==> config.mk <==
export PLATFORM = sky130hd
export DESIGN_NAME = mem_access_unit
export DESIGN_NICKNAME = d
export VERILOG_FILES = /design/src/rtl/riscv_lsu_pkg.sv /design/src/rtl/lsu_load_format.sv /design/src/rtl/mem_access_unit.sv
export SDC_FILE = /design/constraint.sdc
export NUM_CORES = 1
export LEC_CHECK = 0
export BUFFER_PORTS_ARGS = -buffer_cell sky130_fd_sc_hd__buf_4
export CAP_MARGIN = 20
export CELL_PAD_IN_SITES_DETAIL_PLACEMENT = 0
export CELL_PAD_IN_SITES_GLOBAL_PLACEMENT = 1
export CORE_MARGIN = 2
export CORE_UTILIZATION = 27
export DETAILED_ROUTE_END_ITERATION = 8
export GPL_TIMING_DRIVEN = 0
export PLACE_DENSITY = 0.8
export SETUP_SLACK_MARGIN = 0.05
export SLEW_MARGIN = 30
export SYNTH_ARGS = -nofsm -noshare
export SYNTH_HDL_FRONTEND = slang
export SYNTH_HIERARCHICAL = 1
export SYNTH_SLANG_ARGS = --single-unit
==> constraint.sdc <==
create_clock -name clk -period 3 [get_ports clk]
set_clock_uncertainty 0.2 [all_clocks]
set_input_delay 0.3 -clock clk [delete_from_list [all_inputs] [get_ports clk]]
set_output_delay 0.3 -clock clk [all_outputs]
set_load 0.005 [all_outputs]
==> src/rtl/riscv_lsu_pkg.sv <==
// Shared definitions for the memory-stage load/store unit:
// size encodings, FSM state type, cache request bundle and the byte-enable helper.
package riscv_lsu_pkg;

  localparam logic [1:0] MEM_B = 2'b00;
  localparam logic [1:0] MEM_H = 2'b01;
  localparam logic [1:0] MEM_W = 2'b10;

  typedef enum logic [1:0] {
    IDLE      = 2'd0,
    REQ       = 2'd1,
    WAIT_RESP = 2'd2,
    DONE      = 2'd3
  } lsu_state_e;

  typedef struct packed {
    logic        valid;
    logic        we;
    logic [31:0] addr;
    logic [3:0]  be;
    logic [31:0] wdata;
  } dc_req_t;

  // Byte enables for an access; size 11 falls through to word.
  function automatic logic [3:0] lsu_byte_en(input logic [1:0] size,
                                             input logic [1:0] addr_lo);
    case (size)
      MEM_B:   return 4'b0001 << addr_lo;
      MEM_H:   return 4'b0011 << {addr_lo[1], 1'b0};
      default: return 4'b1111;
    endcase
  endfunction

endpackage

==> src/rtl/lsu_load_format.sv <==
// Load data formatter: selects the byte/half lane from a raw cache word and
// sign- or zero-extends it. Purely combinational.
module lsu_load_format
  import riscv_lsu_pkg::*;
(
  input  logic [31:0] rdata,
  input  logic [1:0]  addr_lo,
  input  logic [1:0]  size,
  input  logic        mem_unsigned,
  output logic [31:0] result
);

  logic [7:0]  byte_v;
  logic [15:0] half_v;

  // Lane select plus extension; word loads pass through untouched.
  always_comb begin
    byte_v = rdata[{addr_lo, 3'b000} +: 8];
    half_v = addr_lo[1] ? rdata[31:16] : rdata[15:0];
    case (size)
      MEM_B:   result = {{24{byte_v[7] & ~mem_unsigned}}, byte_v};
      MEM_H:   result = {{16{half_v[15] & ~mem_unsigned}}, half_v};
      default: result = rdata;
    endcase
  end

endmodule

==> src/rtl/mem_access_unit.sv <==
// Memory-stage load/store unit. Issues valid/ready data-cache requests from the
// EX/MEM fields, stalls the front of the pipe until the access completes, formats
// load data, and parks a finished result in DONE while another stall source holds
// the pipe so the access is not issued twice.
// Optional: LSU_MISALIGN_TRAP_EN -- flag misaligned half/word accesses instead of
// issuing them; when undefined the low address bits are forced to alignment.
module mem_access_unit
  import riscv_lsu_pkg::*;
(
  input  logic        clk,
  input  logic        reset,
  input  logic        riscv_start,
  input  logic        riscv_done,
  input  logic        md_alu_stall,
  input  logic [31:0] ex_mem_alu_result,
  input  logic        ex_mem_mem_read,
  input  logic        ex_mem_mem_write,
  input  logic [1:0]  ex_mem_mem_size,
  input  logic        ex_mem_mem_unsigned,
  input  logic [31:0] ex_mem_mem_write_data,
  output logic        dc_req_valid,
  output logic        dc_req_we,
  output logic [31:0] dc_req_addr,
  output logic [3:0]  dc_req_be,
  output logic [31:0] dc_req_wdata,
  input  logic        dc_req_ready,
  input  logic        dc_resp_valid,
  input  logic [31:0] dc_resp_rdata,
  output logic        dcache_stall,
  output logic [31:0] mem_load_data,
  output logic        mem_misaligned
);

  lsu_state_e  state, state_d;
  logic [31:0] load_q, load_d;

  logic        running, has_op, is_half, is_word;
  logic        misaligned, mis_flag;
  logic [1:0]  addr_lo;
  logic        req_active, handshake, store_hs, load_hs, resp_now;
  logic [31:0] fmt_data;
  dc_req_t     req;

  assign running = riscv_start & ~riscv_done & ~reset;
  assign has_op  = ex_mem_mem_read | ex_mem_mem_write;
  assign is_half = (ex_mem_mem_size == MEM_H);
  assign is_word = ex_mem_mem_size[1];

`ifdef LSU_MISALIGN_TRAP_EN
  // Misaligned accesses are reported, never issued.
  assign misaligned = (is_half & ex_mem_alu_result[0]) |
                      (is_word & (ex_mem_alu_result[1:0] != 2'b00));
  assign addr_lo    = ex_mem_alu_result[1:0];
`else
  // No trap: quietly snap the address to natural alignment.
  assign misaligned = 1'b0;
  assign addr_lo    = is_word ? 2'b00 :
                      is_half ? {ex_mem_alu_result[1], 1'b0} : ex_mem_alu_result[1:0];
`endif

  // Only a fresh op from IDLE can be misaligned; REQ/WAIT_RESP were already accepted.
  assign mis_flag   = running & has_op & (state == IDLE) & misaligned;

  // REQ keeps its request up even if the core stops, so the handshake finishes.
  assign req_active = ~reset & (((state == IDLE) & running & has_op & ~misaligned) |
                                (state == REQ));
  assign handshake  = req_active & dc_req_ready;
  assign store_hs   = handshake & ex_mem_mem_write;
  assign load_hs    = handshake & ex_mem_mem_read;
  assign resp_now   = ~reset & (state == WAIT_RESP) & dc_resp_valid;

  lsu_load_format u_fmt (
    .rdata        (dc_resp_rdata),
    .addr_lo      (addr_lo),
    .size         (ex_mem_mem_size),
    .mem_unsigned (ex_mem_mem_unsigned),
    .result       (fmt_data)
  );

  // Request bundle; all fields read as zero when no request is active.
  always_comb begin
    req = '0;
    if (req_active) begin
      req.valid = 1'b1;
      req.we    = ex_mem_mem_write;
      req.addr  = {ex_mem_alu_result[31:2], 2'b00};
      req.be    = lsu_byte_en(ex_mem_mem_size, addr_lo);
      case (ex_mem_mem_size)
        MEM_B:   req.wdata = {4{ex_mem_mem_write_data[7:0]}};
        MEM_H:   req.wdata = {2{ex_mem_mem_write_data[15:0]}};
        default: req.wdata = ex_mem_mem_write_data;
      endcase
      if (!ex_mem_mem_write) req.wdata = '0;
    end
  end

  assign dc_req_valid = req.valid;
  assign dc_req_we    = req.we;
  assign dc_req_addr  = req.addr;
  assign dc_req_be    = req.be;
  assign dc_req_wdata = req.wdata;

  assign dcache_stall   = running & has_op & (state != DONE) & ~mis_flag &
                          ~store_hs & ~resp_now;
  assign mem_load_data  = resp_now ? fmt_data :
                          (~reset & (state == DONE)) ? load_q : 32'd0;
  assign mem_misaligned = mis_flag;

  // Next state and load_q update; DONE only entered while still running and frozen.
  always_comb begin
    state_d = state;
    load_d  = load_q;
    case (state)
      IDLE, REQ: begin
        if (req_active) begin
          if (store_hs) begin
            state_d = (running & md_alu_stall) ? DONE : IDLE;
            if (running & md_alu_stall) load_d = '0;
          end else if (load_hs) begin
            state_d = WAIT_RESP;
          end else begin
            state_d = REQ;
          end
        end
      end
      WAIT_RESP: begin
        if (dc_resp_valid) begin
          if (running) load_d = fmt_data;
          state_d = (running & md_alu_stall) ? DONE : IDLE;
        end
      end
      DONE: begin
        if (!md_alu_stall) state_d = IDLE;
      end
      default: state_d = IDLE;
    endcase
  end

  // State register with synchronous reset.
  always_ff @(posedge clk) begin
    if (reset) begin
      state  <= IDLE;
      load_q <= '0;
    end else begin
      state  <= state_d;
      load_q <= load_d;
    end
  end

endmodule
-- Word level (Yosys, flattened, before mapping)
Index checks and enable logic that the tools add are counted.
W data, S select, Z words.
- register bits: 34
- bits of input ports: 108
- logic and storage cells: 70
- equal/unequal tests: 11
- shifts and indexed selects: 3
- muxes and demuxes: 23
- bitwise logic cells: 25
- reduce and logical (&&, ||, !) cells: 6
- operator list (kind ; number):
    $mux W32 ; 8
    $pmux W32 S2 ; 3
    $mux W70 ; 1
    $shiftx A32 B6 Y8 ; 1
    $and A1 B1 Y1 ; 18
    $mux W16 ; 1
    $mux W2 ; 7
    $ne A2 B2 Y1 const B ; 7
    $pmux W4 S2 ; 1
    $pmux W2 S3 ; 1
    $reduce_and A6 Y1 ; 1
    $not A1 Y1 ; 5
    $eq A2 B1 Y1 const B ; 2
    $eq A2 B2 Y1 const B ; 2
    $logic_not A2 Y1 ; 2
    $shl A1 B2 Y4 const A ; 1
    $shl A2 B2 Y4 const A ; 1
    $reduce_and A3 Y1 ; 1
    $or A1 B1 Y1 ; 2
    $reduce_bool A2 Y1 ; 1
    $reduce_or A2 Y1 ; 1
    $mux W1 ; 1

-- Logic depth before layout (Yosys ltp)
Gate-level depths: netlist of the first run.
- depth in word-level cells: 13
- gate-level depth with buffers: 9
- depth with buffers taken out: 7

-- Hierarchy
The synthesis of the first run kept the hierarchy.
- modules (own cells, without submodules) (module ; times used ; cells each ; area each (um2) ; seq. area each (um2)):
    mem_access_unit ; 1 ; 286 ; 2294.7 ; 680.7
    lsu_load_format ; 1 ; 122 ; 694.4 ; 0.0

-- Least setup slack after synthesis of the first run
Ideal clock, no wire load.
- path type: input to output
- start point: in ex_mem_mem_size[1]
- end point: out mem_load_data[11]
- data arrival time: 2.067 ns
- path slack: 0.433 ns
- stages on the path: 8
- buffers on the path: 1
- path through: clkbuf_1 -> nor2_1 -> and2_1 -> mux2i_1 -> mux2_4 -> nor4_4 -> a221o_1 -> a22o_1
- longest elaborated chain between the ends: 7
- elaborated cells on any way between the ends: 9
- classes of those cells: 1 x eq/ne; 1 x shift; 5 x mux; 1 x bitwise; 1 x reduce/logical
- RTL lines (element ; RTL line ; source):
    from (decl) ; mem_access_unit.sv:18 ; input logic [1:0] ex_mem_mem_size,
    $eq A2 B1 Y1 ; mem_access_unit.sv:46 ; assign is_half = (ex_mem_mem_size == MEM_H);
    $mux W1 ; mem_access_unit.sv:58 ; is_half ? {ex_mem_alu_result[1], 1'b0} : ex_mem_alu_result[1:0];
    $mux W2 (*) ; mem_access_unit.sv:57 ; assign addr_lo = is_word ? 2'b00 :
    named net addr_lo[0] ; mem_access_unit.sv:39 ; logic [1:0] addr_lo;
    $shiftx A32 B6 Y8 (*) ; lsu_load_format.sv:18 ; byte_v = rdata[{addr_lo, 3'b000} +: 8];
    $and A1 B1 Y1 (*) ; lsu_load_format.sv:21 ; MEM_B: result = {{24{byte_v[7] & ~mem_unsigned}}, byte_v};
    $pmux W32 S2 (*) ; lsu_load_format.sv:20 ; case (size)
    named net fmt_data[11] ; mem_access_unit.sv:41 ; logic [31:0] fmt_data;
    $mux W32 (*) ; mem_access_unit.sv:105 ; assign mem_load_data = resp_now ? fmt_data :
    to (decl) ; mem_access_unit.sv:30 ; output logic [31:0] mem_load_data,
Mark *: on every way through the listed nets, which the timed path passes. The rest lies on a longest branch.

-- Worst setup path after layout of the first run
- start point: in ex_mem_mem_size[0]
- end point: out mem_load_data[15]
- longest elaborated chain between the ends: 7
- elaborated cells on any way between the ends: 8
- classes of those cells: 1 x eq/ne; 1 x shift; 4 x mux; 1 x bitwise; 1 x reduce/logical
- RTL lines (element ; RTL line):
    $eq A2 B1 Y1 ; mem_access_unit.sv:46
    $mux W1 ; mem_access_unit.sv:58
    $mux W2 ; mem_access_unit.sv:57
    named net addr_lo[0] ; mem_access_unit.sv:39
    $shiftx A32 B6 Y8 ; lsu_load_format.sv:18
    $and A1 B1 Y1 ; lsu_load_format.sv:21
    $pmux W32 S2 ; lsu_load_format.sv:20
    named net fmt_data[15] ; mem_access_unit.sv:41
    $mux W32 ; mem_access_unit.sv:105
The timed path passes the listed nets, and every way through them passes these cells.

==> flow_metrics.py, run 1 <==
metrics = {
    "yosys": {
        "synth_compound_area_share_pct": 32.73,
        "synth_area_mm2": 0.002989,
        "synthFlopType": "dfxtp_1",
        "synthCells": 408,
        "synth.top_cell.area_share_pct": 22.77,
        "ys_warn_count": 6,
        "yosysUniqueCellTypes": 41,
        "synthAdderAreaFrac_pct": 0,
        "synth_mux_area_share_pct": 6.530,
        "synthSimpleGateAreaFrac_pct": 29.55,
        "synth.most_common_cell": "nand2_1",
        "synth-xor-area-share_pct": 0,
        "netlist_top_cells_area": "dfxtp_1 (23%), a22o_1 (19%), nand2_1 (9.2%), and2_1 (8.6%), mux2i_1 (6.0%)",
        "yosys.area.top_type": "dfxtp_1",
        "avgSynthCellArea_um2": 7.326,
        "ys_seq_area_share_pct": 22.77,
        "synthArstFlopShare_pct": 0,
        "synth_top_family_by_area": "compound AO/OA/AOI/OAI gates",
        "synth_seq_cells": 34,
        "synth_edf_count": 0,
        "yosys-top-cells-count": "nand2_1 (73), a22o_1 (64), and2_1 (41), dfxtp_1 (34), nor2_1 (33)",
    },
    "sta": {
        "slew_headroom_pct": 59.56,
        "fin_setup_tns_ps": 0,
        "setup_ws_ps": 153.2,
        "fmax_mhz": 351.3,
        "hold_viol": 0,
        "worst_pin_slew_ps": 603.0,
        "final_max_slew_viol_count": 0,
        "fin_crit_sh_pct": 94.89,
        "rsz0062_at_grt": "true",
        "post-route-min-period_ps": 2847,
        "setup_viol": 0,
    },
    "place": {
        "port_buffers": 207,
        "dp_slack_ps": -340.4,
        "gp_congestion": 0.8584,
        "dp_hpwl_mm": 10.10,
    },
    "route": {
        "ant_nets": 0,
        "dr.pass1.iters": 4,
        "wire_per_inst_um": 16.47,
        "routed_wl_mm": 12.63,
        "viasPerCell": 4.949,
        "num_vias": 3796,
        "drtIter0Drc": 177,
        "drc_errors": 0,
    },
    "critical_path": {
        "cp.arrival_ps": 2350,
        "required_ps": 2500,
        "critPathMaxFanout": 10,
        "slowest_delay_ps": 300,
        "cp-end-kind": "primary output",
        "slowest_stage": "a221o_1",
        "crit_top_cell": "buf_4",
        "crit_chain": "buf_4, clkbuf_4, nor2_4, and2_2, mux2i_1, mux2_4, nor4_4, buf_4, a221o_1, a22o_1, buf_4",
        "worstSetupStartpointType": "input port",
        "cp_top_family": "buffers and inverters",
        "worstSetupPathType": "in2out",
        "path_buf_inv": 4,
    },
    "clock_network": {
        "cts.reportedPaths.clkPinSlew_ps": 70,
        "cts_buffer_depth": 2,
        "cts_buffers": 5,
        "cts_max_level": 2,
        "cts_sinks": 34,
        "cts_tree": "done",
        "worstSkewPairLatency_ps": 280,
        "clockRootBuffer": "clkbuf_8",
        "cts_hold_buf": 0,
    },
    "power": {
        "power_density_mw_per_mm2": 256.7,
        "p_leak_nw": 2.482,
        "finalPower_w": 0.001246,
        "vdd_ir_drop_max_v": 0.0001300,
    },
    "final_layout": {
        "fin_nets": 734,
        "syn_to_final_growth_pct": 62.33,
        "layout-drive-gt1-share_pct": 40.99,
        "n_antenna_cell": 0,
        "post-route-util_pct": 44.76,
    },
    "grt": {
        "overflow": 0,
        "met1_usage_pct": 27.17,
        "grt_max_degree": 11,
        "met2_usage_pct": 33.32,
        "busiest_layer": "met2",
        "use_met3_pct": 3.706,
        "grt.total_usage_pct": 20.18,
        "first_global_vias": 3593,
        "antenna_found_initial": 0,
        "grt_first_pass_wirelength_mm": 18.91,
    },
    "floorplanning": {
        "die_w_um": 109.2,
        "io_pins": 212,
        "fp.dieArea_mm2": 0.01193,
        "rows": 38,
        "start_util_pct": 27.57,
        "core_area_mm2": 0.01084,
        "die_h_um": 109.2,
    },
    "min_path": {
        "hp-class": "in2reg",
    },
    "outcome": {
        "status": "complete, no violations",
    },
    "run": {
        "drv_cap": 0,
    },
}
layout by cell type (no fill, tap or decap), types with 3 or more instances in the layout:
cell and n:
dfxtp_1 34, a22o_1 64, nand2_1 73, buf_2 14, o21ai_0 5, a21o_1 3
clkbuf_8 6, a22oi_1 5, a2bb2oi_1 3, a21oi_1 22, nor2b_1 7, nand2b_1 7
and2_1 40, o22a_1 4, buf_4 219, conb_1 3, nor2_1 32, mux2i_1 18
inv_2 3, inv_1 5, a221o_1 8, o21ai_1 4, clkbuf_1 14, nor3_1 6
metal layers:
metal | routed length (um) | up-vias | part of all wire (%)
li1 | - | 1878 | -
met2 | 6129 | 136 | 49
met1 | 5481 | 1772 | 43
met5 | 0 | - | 0
met3 | 871 | 10 | 6.9
met4 | 150 | 0 | 1.2
logic make-up after synthesis:
| kind of cell | Yosys count |
|---|---|
| buffers and inverters | 49 |
| flip-flops | 34 |
| AO/OA/AOI/OAI | 126 |
| AND/OR/NAND/NOR | 179 |
| multiplexers | 19 |
| other | 1 |
where the power goes:
part	switching (W)	leakage, nW	internal, W
Clock	0.000165	0.0482	0.000185
Sequential	0.00000116	0.274	0.000453
Combinational	0.000213	2.16	0.000228
path summary, 6_finish.rpt:
check | startpoint | to | slack, ps | cells past startpoint
max | ex_mem_mem_size[0] | mem_load_data[15] | 150 | 11
min | ex_mem_mem_read | state[1] | 130 | 3
min reg2reg | load_q[29] | load_q[29] | 280 | 1
max reg2reg | state[0] | load_q[4] | 1070 | 5
registers in the layout, indices dropped and copies added, names as in the netlist:
name and flops:
load_q 32, state 2
worst min-delay path, stage by stage:
cell and delay, ps:
buf_4 90, a31oi_1 70, o2bb2ai_1 110
repair_timing:
| item | 4_1_cts | 5_1_grt |
|---|---|---|
| pin swaps | 2 | 0 |
| setup buffers | 2 | 0 |
| endpoints found under the hold margin | 0 | 0 |
| setup endpoints to repair | 32 | 26 |
| gates resized for setup | 3 | 5 |
metrics by stage:
step / hold WS, ps / cells / area (um^2)
floorplan: 250.1 / 410 / 2997
global route: 139.2 / 767 / 4852
global placement: 262.1 / 757 / 4726
CTS: 126.9 / 767 / 4842
finish: 129.1 / 767 / 4852
detailed placement: 265.3 / 757 / 4726
cell type report:
| cell class | count | area [um^2] |
|---|---|---|
| Clock inverter | 1 | 5.005 |
| Fill cell | 1134 | 5988 |
| Timing Repair Buffer | 209 | 1569 |
| Clock buffer | 7 | 86.33 |
| Sequential cell | 34 | 680.7 |
| Multi-Input combinational cell | 327 | 2085 |
| Buffer | 41 | 221.5 |
| Inverter | 8 | 30.03 |
| Tap cell | 140 | 175.2 |
No activity file was read; power rests on OpenSTA's default activity.
==> inputs of run 2 (changes only) <==
- PLACE_DENSITY: 0.8 -> default
- PLACE_DENSITY_LB_ADDON: default -> 0.1
==> flow_metrics.py, run 2 (synthesis gave the netlist of run 1 again) <==
metrics = {
    "critical_path": {
        "reg2reg_depth": 5,
        "r2r_setup_slack_ps": 930,
        "cp-end-kind": "primary output",
        "crit_chain": "buf_4, clkbuf_4, nor2_4, and2_4, mux2i_2, mux2_4, nor4_4, buf_4, a221o_1, a22o_1, buf_4",
        "cp_top_family": "buffers and inverters",
        "required_ps": 2500,
        "timing.rr.start": "state[0]",
        "slowest_stage": "a221o_1",
        "cp.arrival_ps": 2310,
        "slowest_delay_ps": 290,
        "worstSetupStartpointType": "input port",
        "reg2reg_to": "load_q[18]",
        "path_buf_inv": 4,
        "crit_top_cell": "buf_4",
        "critPathMaxFanout": 10,
        "worstSetupPathType": "in2out",
        "cp.depth": 11,
    },
    "grt": {
        "antenna_found_initial": 0,
        "grt_max_degree": 14,
        "overflow": 0,
        "grt.total_usage_pct": 19.68,
        "first_global_vias": 3648,
        "grt_first_pass_wirelength_mm": 18.67,
    },
    "final_layout": {
        "post-route-util_pct": 44.81,
        "fin_nets": 733,
        "layout-drive-gt1-share_pct": 41.53,
        "syn_to_final_growth_pct": 62.49,
        "largest_reg_flops": 32,
        "final_cell_mix": "buf_4 (219), nand2_1 (73), a22o_1 (64)",
        "final_common_cell": "buf_4",
        "fin_area_mm2": 0.004857,
        "largest-register": "load_q",
        "reg_top3": "load_q x32, state x2",
        "n_antenna_cell": 0,
        "fill_cells": 1168,
        "fin_cells": 766,
    },
    "sta": {
        "setup_ws_ps": 185.9,
        "post-route-min-period_ps": 2814,
        "final_max_slew_viol_count": 0,
        "setup_viol": 0,
        "fin_crit_sh_pct": 93.80,
        "slew_headroom_pct": 48.46,
        "hold_viol": 0,
        "fmax_mhz": 355.4,
        "worst_pin_slew_ps": 768.5,
        "rsz0062_at_grt": "false",
    },
    "floorplanning": {
        "die_w_um": 109.2,
        "start_util_pct": 27.57,
        "die_h_um": 109.2,
        "fp.dieArea_mm2": 0.01193,
        "io_pins": 212,
        "rows": 38,
        "core_area_mm2": 0.01084,
    },
    "route": {
        "routed_wl_mm": 12.22,
        "num_vias": 3776,
        "dr.pass1.iters": 5,
        "drtIter0Drc": 210,
        "wire_per_inst_um": 15.96,
        "viasPerCell": 4.930,
        "ant_nets": 0,
        "drc_errors": 0,
    },
    "min_path": {
        "hp-start": "ex_mem_mem_read",
        "min_to": "state[1]",
        "hp-class": "in2reg",
        "hold_path_depth": 3,
    },
    "clock_network": {
        "cts_buffers": 5,
        "cts_sinks": 34,
        "cts_tree": "done",
        "clockRootBuffer": "clkbuf_8",
        "cts_hold_buf": 0,
        "cts_buffer_depth": 2,
        "cts_max_level": 2,
        "cts.reportedPaths.clkPinSlew_ps": 80,
        "worstSkewPairLatency_ps": 280,
    },
    "place": {
        "gp_congestion": 0.9065,
        "port_buffers": 207,
        "dp_hpwl_mm": 9.815,
        "place_area_mm2": 0.004726,
        "dp_slack_ps": -444.6,
        "placed_cells_incl_taps": 757,
    },
    "power": {
        "p_leak_nw": 2.477,
        "power_density_mw_per_mm2": 258.5,
        "vdd_ir_drop_max_v": 0.0002476,
    },
    "run": {
        "drv_cap": 0,
    },
    "outcome": {
        "status": "complete, no violations",
    },
}
[run 2: per-layer routing]
layer	routed length [um]	track usage [%]	vias to the layer above
met5	0	0	-
met4	56	2.260	0
met3	800	4.184	4
met2	6086	34.69	131
met1	5281	25.37	1765
li1	-	-	1876
[run 2: how the worst max path moves through the flow]
stage | slack (ps) | to | start
after global placement | -410 | mem_load_data[15] | ex_mem_mem_size[1]
after global routing | 80 | mem_load_data[15] | ex_mem_mem_size[0]
after CTS | 90 | mem_load_data[15] | ex_mem_mem_size[0]
after floorplan | 430 | mem_load_data[11] | ex_mem_mem_size[1]
after detailed placement | -440 | mem_load_data[15] | ex_mem_mem_size[1]
final | 190 | mem_load_data[11] | ex_mem_mem_size[0]
[run 2: per-stage QoR]
stage	power [W]	hold WS [ps]	setup TNS, ps
4_1_cts	0.001263	119.0	0
6_report	0.001256	123.6	0
5_1_grt	0.001333	128.3	0
3_5_place_dp	0.0008949	265.3	-9607
3_3_place_gp	0.0008900	261.8	-7024
2_1_floorplan	0.0006674	250.1	0
[run 2: what timing repair did]
item	in CTS	in global routing
pin swaps	2	0
buffers inserted	2	0
endpoints found under the setup margin	32	12
resized for setup	3	7
[run 2: final cells by class]
class | instances | area [um^2] | share of cell area, %
Multi-Input combinational cell | 327 | 2091 | 43.04
Sequential cell | 34 | 680.7 | 14.01
Buffer | 40 | 216.5 | 4.456
Timing Repair Buffer | 209 | 1569 | 32.30
Clock buffer | 6 | 82.58 | 1.700
Clock inverter | 2 | 12.51 | 0.2576
Tap cell | 140 | 175.2 | 3.606
Inverter | 8 | 30.03 | 0.6182
[run 2: tightest hold or removal path: cells and delay by family]
family,cells,cell delay (ps)
AO/OA/AOI/OAI,2,190
buffers and inverters,1,80
[run 2: power by group]
group	internal, W	total, W	switching, W
clock network	0.000185	0.000366	0.000181
logic	0.000228	0.000435	0.000207
registers	0.000453	0.000454	0.00000120
total	0.000866	0.00126	0.000390
==> inputs of run 3 (changes only) <==
--- a/config.mk
+++ b/config.mk
@@ -12,6 +12,8 @@
 export CORE_MARGIN = 2
 export CORE_UTILIZATION = 27
+export CTS_CLUSTER_DIAMETER = 40
 export DETAILED_ROUTE_END_ITERATION = 8
 export GPL_TIMING_DRIVEN = 0
+export HOLD_SLACK_MARGIN = 0.08
 export PLACE_DENSITY_LB_ADDON = 0.1
 export SETUP_SLACK_MARGIN = 0.05
==> constraint.sdc (replaced) <==
create_clock -name clk -period 3 [get_ports clk]
set_clock_uncertainty 0.2 [all_clocks]
set_input_delay 0.45 -clock clk [delete_from_list [all_inputs] [get_ports clk]]
set_output_delay 0.45 -clock clk [all_outputs]
set_load 0.005 [all_outputs]
==> flow_metrics.py, run 3 (synthesis gave the netlist of run 1 again) <==
metrics = {
    "outcome": {
        "status": "complete, no violations",
    },
    "floorplanning": {
        "io_pins": 212,
        "rows": 38,
        "die_w_um": 109.2,
        "fp.dieArea_mm2": 0.01193,
        "core_area_mm2": 0.01084,
        "die_h_um": 109.2,
        "start_util_pct": 27.57,
    },
    "route": {
        "routed_wl_mm": 12.37,
        "drc_errors": 0,
        "viasPerCell": 4.905,
        "drtIter0Drc": 217,
        "num_vias": 3801,
        "ant_nets": 0,
        "dr.pass1.iters": 5,
        "wire_per_inst_um": 15.96,
    },
    "grt": {
        "first_global_vias": 3691,
        "antenna_found_initial": 0,
        "grt_max_degree": 12,
        "grt_first_pass_wirelength_mm": 18.76,
        "overflow": 0,
        "grt.total_usage_pct": 19.77,
    },
    "clock_network": {
        "cts_buffers": 5,
        "worstSkewPairLatency_ps": 280,
        "cts.reportedPaths.clkPinSlew_ps": 80,
        "cts_max_level": 2,
        "cts_buffer_depth": 2,
        "cts_hold_buf": 0,
        "clockRootBuffer": "clkbuf_8",
        "cts_sinks": 34,
        "cts_tree": "done",
    },
    "sta": {
        "fmax_mhz": 341.6,
        "fin_crit_sh_pct": 97.57,
        "slew_headroom_pct": 50.05,
        "final_max_slew_viol_count": 0,
        "post-route-min-period_ps": 2927,
        "fin_setup_tns_ps": 0,
        "worst_pin_slew_ps": 744.8,
        "setup_viol": 0,
        "rsz0062_at_grt": "true",
        "setup_ws_ps": 72.85,
        "hold_viol": 0,
    },
    "place": {
        "port_buffers": 207,
        "dp_hpwl_mm": 9.815,
        "dp_slack_ps": -744.6,
        "placed_cells_incl_taps": 757,
        "gp_congestion": 0.9065,
    },
    "final_layout": {
        "fin_nets": 742,
        "reg_top3": "load_q x32, state x2",
        "n_antenna_cell": 0,
        "layout-drive-gt1-share_pct": 43.31,
        "syn_to_final_growth_pct": 68.06,
        "largest-register": "load_q",
        "largest_reg_flops": 32,
        "final_cell_mix": "buf_4 (224), nand2_1 (73), a22o_1 (64)",
        "final_common_cell": "buf_4",
        "fin_cells": 775,
    },
    "critical_path": {
        "reg2reg_depth": 5,
        "worstSetupStartpointType": "input port",
        "worstSetupPathType": "in2out",
        "required_ps": 2350,
        "cp.arrival_ps": 2280,
        "critPathMaxFanout": 10,
        "startpoint": "ex_mem_mem_size[1]",
        "cp-end-kind": "primary output",
        "timing.rr.start": "state[0]",
    },
    "min_path": {
        "hp-start": "ex_mem_mem_read",
        "hp-class": "in2reg",
        "hold_path_depth": 3,
    },
    "power": {
        "power_density_mw_per_mm2": 255.6,
        "vdd_ir_drop_max_v": 0.0002489,
        "p_leak_nw": 2.551,
    },
    "run": {
        "drv_cap": 0,
    },
}
[run 3: changes by cell type in the layout (fill, tap and decap cells not counted), sizes merged]
cell,change
buf,+9
[run 3: worst paths after layout]
path,slack (ps),end
worst min register to register,280,load_q[17]
worst max register to register,950,load_q[18]
worst max-delay path,70,mem_load_data[11]
worst min-delay path,280,state[1]
[run 3: timing repair]
| action | in CTS | in global routing |
|---|---|---|
| setup buffers | 5 | 6 |
| pin swaps | 3 | 3 |
| setup endpoints to repair | 32 | 27 |
| gates resized for setup | 16 | 21 |
[run 3: layer usage]
metal	share of wire [%]	track usage, %	vias to the layer above	wire (um)
met2	51	35.09	136	6264
met5	0	0	-	0
met3	7.0	4.184	2	861
met1	42	25.37	1768	5212
met4	0.25	2.080	0	31
li1	-	-	1895	-
[run 3: area by class of cell]
class	instances	area (um^2)
clock buffer	6	82.58
timing repair buffer	217	1653
clock inverter	2	12.51
sequential	34	680.7
multi-input combinational	327	2135
buffer	41	255.2
inverter	8	30.03
tap	140	175.2
fill	1159	5817
[run 3: metrics by stage]
stage          hold WS [ps]  util, %  area [um^2]  total power [W]
2_1_floorplan         250.1        -         2997        0.0006674
3_3_place_gp          261.8    43.59         4726        0.0008900
3_5_place_dp          265.3    43.59         4726        0.0008949
4_1_cts               269.0    45.33         4913         0.001276
5_1_grt               278.3    46.34         5024         0.001361
6_report              277.3    46.34         5024         0.001284
[run 3: report_power, final]
| part | switching (W) | internal, W |
|---|---|---|
| logic | 0.000215 | 0.000248 |
| clock network | 0.000182 | 0.000185 |
| registers | 0.00000119 | 0.000453 |
[run 3: critical path, cell delays in order]
cell     delay, ps
buf_8          100
buf_8          130
nor2_4         120
and2_4         210
mux2i_4        240
mux2_4         180
nor4_4          30
buf_6          140
a221o_1        290
a22o_1         240
buf_4          140
